--- src/rtl/fetch_stage_pkg.sv ---
`default_nettype none
// ============================================================================
// Module      : fetch_stage_pkg
// Description : Shared constants and state encoding for the RV32I fetch stage.
// Revision    : 1.0 - initial release
// ============================================================================
package fetch_stage_pkg;

    localparam logic [31:0] C_INST_NOP = 32'h0000_0013;

    typedef enum logic [1:0] {
        S_REQ  = 2'd0,
        S_WAIT = 2'd1,
        S_DROP = 2'd2
    } fetch_state_t;

endpackage
`default_nettype wire

--- src/rtl/fetch_stage_pc_register.sv ---
`default_nettype none
// ============================================================================
// Module      : pc_register
// Description : Program-counter register with synchronous reset and load enable.
// Revision    : 1.0 - initial release
// ============================================================================
module pc_register #(
    parameter int              XLEN     = 32,
    parameter logic [XLEN-1:0] RESET_PC = '0
) (
    input  logic            clk,
    input  logic            reset,
    input  logic            load,
    input  logic [XLEN-1:0] d,
    output logic [XLEN-1:0] q
);

    logic [XLEN-1:0] r_q;

    always_ff @(posedge clk) begin
        if (reset) begin
            r_q <= RESET_PC;
        end else if (load) begin
            r_q <= d;
        end
    end

    assign q = r_q;

endmodule
`default_nettype wire

--- src/rtl/fetch_stage.sv ---
`default_nettype none
// ============================================================================
// Module      : fetch_stage
// Description : RV32I instruction fetch: PC, single-outstanding imem handshake,
//               IF/ID pipeline register with stall and redirect/flush.
// Revision    : 1.0 - initial release
// ============================================================================
module fetch_stage
    import fetch_stage_pkg::*;
#(
    parameter logic [31:0] RESET_PC = 32'h0000_0000,
    parameter int          XLEN     = 32
) (
    input  logic            clk,
    input  logic            reset,
    output logic            imem_req_valid,
    output logic [XLEN-1:0] imem_req_addr,
    input  logic            imem_req_ready,
    input  logic            imem_resp_valid,
    input  logic [31:0]     imem_resp_data,
    output logic            imem_resp_ready,
    input  logic            stall,
    input  logic            redirect_valid,
    input  logic [XLEN-1:0] redirect_pc,
    output logic            if_id_valid,
    output logic [XLEN-1:0] if_id_pc,
    output logic [31:0]     if_id_inst
);

    localparam logic [XLEN-1:0] C_ALIGN_MASK = {{(XLEN-2){1'b1}}, 2'b00};
    localparam logic [XLEN-1:0] C_INST_BYTES = XLEN'(4);

    fetch_state_t    r_state;
    fetch_state_t    w_state_next;
    logic [XLEN-1:0] r_fetch_pc;
    logic [XLEN-1:0] w_pc;
    logic [XLEN-1:0] w_pc_next;
    logic            w_pc_load;
    logic            w_if_id_load;
    logic            r_if_id_valid;
    logic [XLEN-1:0] r_if_id_pc;
    logic [31:0]     r_if_id_inst;
    logic            w_slot_free;
    logic            w_consume;
    logic            w_req_fire;
    logic            w_resp_fire;

    assign w_slot_free = !r_if_id_valid || !stall;
    assign w_consume   = r_if_id_valid && !stall;

    // Handshake outputs are forced low during reset so a stale state cannot leak out.
    assign imem_req_valid  = !reset && (r_state == S_REQ) && w_slot_free && !redirect_valid;
    assign imem_resp_ready = !reset && (((r_state == S_WAIT) && w_slot_free) || (r_state == S_DROP));
    assign imem_req_addr   = w_pc;

    assign w_req_fire  = imem_req_valid && imem_req_ready;
    assign w_resp_fire = imem_resp_valid && imem_resp_ready;

    pc_register #(
        .XLEN     (XLEN),
        .RESET_PC (RESET_PC)
    ) u_pc_register (
        .clk   (clk),
        .reset (reset),
        .load  (w_pc_load),
        .d     (w_pc_next),
        .q     (w_pc)
    );

    always_ff @(posedge clk) begin
        if (reset) begin
            r_state <= S_REQ;
        end else begin
            r_state <= w_state_next;
        end
    end

    always_comb begin
        w_state_next = r_state;
        w_pc_load    = 1'b0;
        w_pc_next    = w_pc;
        w_if_id_load = 1'b0;
        if (redirect_valid) begin
            w_pc_load = 1'b1;
            w_pc_next = redirect_pc & C_ALIGN_MASK;
            // An in-flight response must still be drained before the next request.
            case (r_state)
                S_WAIT:  w_state_next = w_resp_fire ? S_REQ : S_DROP;
                S_DROP:  w_state_next = w_resp_fire ? S_REQ : S_DROP;
                default: w_state_next = S_REQ;
            endcase
        end else begin
            case (r_state)
                S_REQ: begin
                    if (w_req_fire) begin
                        w_state_next = S_WAIT;
                    end
                end
                S_WAIT: begin
                    if (w_resp_fire) begin
                        w_if_id_load = 1'b1;
                        w_pc_load    = 1'b1;
                        w_pc_next    = r_fetch_pc + C_INST_BYTES;
                        w_state_next = S_REQ;
                    end
                end
                S_DROP: begin
                    if (w_resp_fire) begin
                        w_state_next = S_REQ;
                    end
                end
                default: w_state_next = S_REQ;
            endcase
        end
    end

    always_ff @(posedge clk) begin
        if (reset) begin
            r_fetch_pc <= '0;
        end else if (w_req_fire) begin
            r_fetch_pc <= w_pc;
        end
    end

    always_ff @(posedge clk) begin
        if (reset) begin
            r_if_id_valid <= 1'b0;
            r_if_id_pc    <= '0;
            r_if_id_inst  <= C_INST_NOP;
        end else if (redirect_valid) begin
            r_if_id_valid <= 1'b0;
            r_if_id_inst  <= C_INST_NOP;
        end else if (w_if_id_load) begin
            r_if_id_valid <= 1'b1;
            r_if_id_pc    <= r_fetch_pc;
            r_if_id_inst  <= imem_resp_data;
        end else if (w_consume) begin
            r_if_id_valid <= 1'b0;
        end
    end

    assign if_id_valid = r_if_id_valid;
    assign if_id_pc    = r_if_id_pc;
    assign if_id_inst  = r_if_id_inst;

endmodule
`default_nettype wire

--- config.mk ---
export PLATFORM = sky130hd
export DESIGN_NAME = fetch_stage
export DESIGN_NICKNAME = d
export VERILOG_FILES = /design/src/rtl/fetch_stage_pkg.sv /design/src/rtl/fetch_stage_pc_register.sv /design/src/rtl/fetch_stage.sv
export SDC_FILE = /design/constraint.sdc
export NUM_CORES = 1
export LEC_CHECK = 0
export ABC_AREA = 1
export CAP_MARGIN = 20
export CORE_MARGIN = 2
export CORE_UTILIZATION = 49
export CTS_BUF_LIST = sky130_fd_sc_hd__clkbuf_8
export DETAILED_ROUTE_END_ITERATION = 8
export PLACE_DENSITY = 0.82
export REMOVE_ABC_BUFFERS = 1
export SLEW_MARGIN = 10
export SYNTH_ARGS = -nofsm -noshare
export SYNTH_HDL_FRONTEND = slang
export SYNTH_SLANG_ARGS = --single-unit
--- constraint.sdc ---
create_clock -name clk -period 2.1 [get_ports clk]
set_input_delay 0.42 -clock clk [delete_from_list [all_inputs] [get_ports clk]]
set_output_delay 0.42 -clock clk [all_outputs]
set_load 0.03 [all_outputs]
==> run_results.csv <==
group,metric,value,unit
logic_synthesis,synth_ff_type,"dfxtp_1",
clock_network,cts_root_buf,"clkbuf_8",
global_routing,grt_use_met1,34.69,%
die,fp.dieH,112.3,um
place,portBuffers,166,
die,io_pins,169,
global_routing,grt_pass1_wl,26590,um
worst_setup_path,slowest_delay,0.55,ns
timing,slew_headroom,66.93,%
global_routing,antenna_found_initial,1,
logic_synthesis,synth_top_area_share,45.60,%
logic_synthesis,synth_adder_area_share,0.8703,%
logic_synthesis,synth_seq_cells,131,
clock_network,cts_max_path_buffers,2,
global_routing,grt_overflow,0,
place,gp_congestion,0.8881,
die,start_util,50.36,%
drt,drt_drc_violations_left,0,
logic_synthesis,synth_compound_area_share,16.01,%
global_routing,grt-busiest-layer,"met2",
drt,dr_total_vias,5856,
pwr,irDropWorstVdd,0.3981,mV
pwr,pwr-share-clk,40.8,%
logic_synthesis,yosysWarnings,0,
pwr,power.internal,3943,uW
die,coreArea,11420,um2
cells_and_area,layout_common_cells,"175 x nand2_1, 163 x clkdlybuf4s50_1, 131 x dfxtp_1, 116 x nor2_1, 86 x o21ai_0",
clock_network,clock-sinks,131,
cells_and_area,final_common_cell,"nand2_1",
timing,fin_skew,0.01211,ns
clock_network,cts_resized,0,
timing,fmax,0.4842,GHz
logic_synthesis,ys_async_sr_fraction,0,%
worst_setup_path,endpoint_kind,"output pin",
timing,setup_violations,0,
global_routing,track_usage,26.01,%
cells_and_area,final_layout_size_suffix_gt1_share,7.472,%
die,die_w,112.3,um
cells_and_area,nets,1038,
clock_network,cts_max_level,4,
clock_network,cts_hold_buf,0,
drt,wl_per_cell,14.67,um
hold_path,min_path_type,"in -> reg",
worst_setup_path,startpoint_type,"primary input",
timing,fin_tns_setup,0,ns
clock_network,path_clk_slew,0.07,ns
status,status,"completed",
logic_synthesis,synthCells,804,
global_routing,grt_use_met2,42.49,%
timing,period_needed,2.065,ns
global_routing,grt_max_degree,54,
timing,hold_viol,0,
logic_synthesis,synth_mux_area_share,0,%
logic_synthesis,synth-edff-count,0,
clock_network,cts_buffers,17,
logic_synthesis,yosys.cell_types.count,29,
logic_synthesis,ys_seq_area_share,45.60,%
drt,ant_nets,0,
worst_setup_path,critPathMaxFanout,4,
pwr,switching_share,25.75,%
worst_setup_path,critPathKind,"in -> out",
timing,rsz0062_at_grt,"no",
cells_and_area,diodes,0,
worst_setup_path,worst_ep_required_time,1.68,ns
worst_setup_path,path_cells,"clkdlybuf4s50_1 -> nor2_4 -> and3_1 -> buf_4",
die,rows,39,
logic_synthesis,synth-xor-area-share,1.828,%
worst_setup_path,cp_slowest_cell,"clkdlybuf4s50_1",
timing,tightest_slew,0.4960,ns
pwr,seqPwrFrac,48.9,%
logic_synthesis,netlist.top_cell.by_area,"dfxtp_1",
global_routing,grt_pass1_vias,5358,
timing,timing.final.ws_setup,0.03478,ns
timing,post-route-period-util,98.34,%
place,hpwl,11480,um
pwr,pwr-share-comb,10.3,%
pwr,p_leak,0.002983,uW
clock_network,clk-insertion-delay-late,0.44,ns
global_routing,use_met3,6.641,%
logic_synthesis,synth_top_family_by_area,"simple AND/OR/NAND/NOR gates",
timing,maxSlewViolCount,0,
drt,drt_iter0_markers,573,
drt,wirelength,16430,um
logic_synthesis,synth_area_leaders,"dfxtp_1 46%, nand2_1 11%, nor2_1 7.6%",
pwr,p_per_area,667.7,nW/um2
clock_network,cts_setup_buffers,0,
worst_setup_path,crit_arrival,1.65,ns
pwr,power.switching,1367,uW
place,dpl_worst_slack,-0.01495,ns
clock_network,cts_tree,"done",
job,maxCapViolCount,0,
logic_synthesis,yosys.area_share.simple,27.50,%
die,die_area,12620,um2
cells_and_area,syn2layout_area_growth,38.32,%
cells_and_area,nFillCells,992,
logic_synthesis,avgSynthCellArea,7.152,um2
drt,vias_per_cell,5.229,
drt,dr.pass1.iters,5,
logic_synthesis,syn_area,5751,um2
Yosys cell counts (2+ instances only):
cell / n
nor2_2: 4
ha_1: 4
inv_1: 51
buf_4: 6
xor2_1: 6
nand2_1: 175
nand2_2: 3
a31oi_1: 9
o21ai_0: 86
xnor2_1: 6
a21oi_1: 83
buf_2: 17
and2_1: 2
o21ai_1: 2
nand3_1: 64
dfxtp_1: 131
buf_6: 6
nor2_4: 5
clkbuf_1: 19
nor2_1: 116
critical path: cells and delay by family:
family	cells	cell delay (ns)
and+or+nand+nor	2	0.46
buffers and inverters	2	0.76
layout make-up:
class                   instances  area (um2)  area share, %
multi-input cells             572        2658          33.41
flip-flops and latches        131        2623          32.97
repair buffers                189        1887          23.72
clock buffers                  20       275.3          3.461
inverters                      53       201.4          2.533
well taps                     143       178.9          2.249
clock inverters                12       131.4          1.652
layer usage:
layer	vias to the layer above	part of all wire (%)
met5	-	0.079
met4	2	1.1
met3	15	7.5
met2	235	47
met1	2674	45
li1	2930	-
path summary, 6_finish.rpt:
check / from / to / slack, ns / depth (start not counted)
worst max-delay path: redirect_valid / imem_req_valid / 0.03 / 4
worst min-delay path: reset / u_pc_register.q[14] / 0.35 / 2
worst max register to register: r_fetch_pc[3] / u_pc_register.q[20] / 0.29 / 8
worst min register to register: if_id_pc[1] / if_id_pc[1] / 0.47 / 2
metrics by stage:
| stage | power, uW | instances | hold WS [ns] | instance area, um2 | util (%) |
|---|---|---|---|---|---|
| 2_1_floorplan | 2880 | 756 | 0.4349 | 5482 | - |
| 5_1_grt | 5511 | 1120 | 0.3358 | 7954 | 69.66 |
| 3_3_place_gp | 3184 | 1088 | 0.4488 | 7547 | 66.10 |
| 4_1_cts | 5328 | 1120 | 0.3364 | 7954 | 69.66 |
| 6_report | 5311 | 1120 | 0.3470 | 7954 | 69.66 |
| 3_5_place_dp | 3192 | 1088 | 0.4544 | 7547 | 66.10 |
registers in the layout, summed over array words and instances (netlist names):
name and cells:
if_id_inst 32, if_id_pc 32, if_id_valid 1, r_fetch_pc 32, r_state 2, u_pc_register.q 32
logic make-up after synthesis:
logic type	after synthesis
compound gates	181
xor+xnor	12
simple gates	375
flops	131
fa+ha+maj	4
buf+inv	101
power by group through the flow:
stage | Sequential (uW) | Combinational [uW] | Clock (uW)
2_1_floorplan | 2700 | 179 | 0
3_3_place_gp | 2650 | 534 | 0
3_5_place_dp | 2650 | 541 | 0
4_1_cts | 2590 | 545 | 2190
5_1_grt | 2600 | 591 | 2320
6_report | 2600 | 546 | 2170
Power figures use the tool's default switching activity.
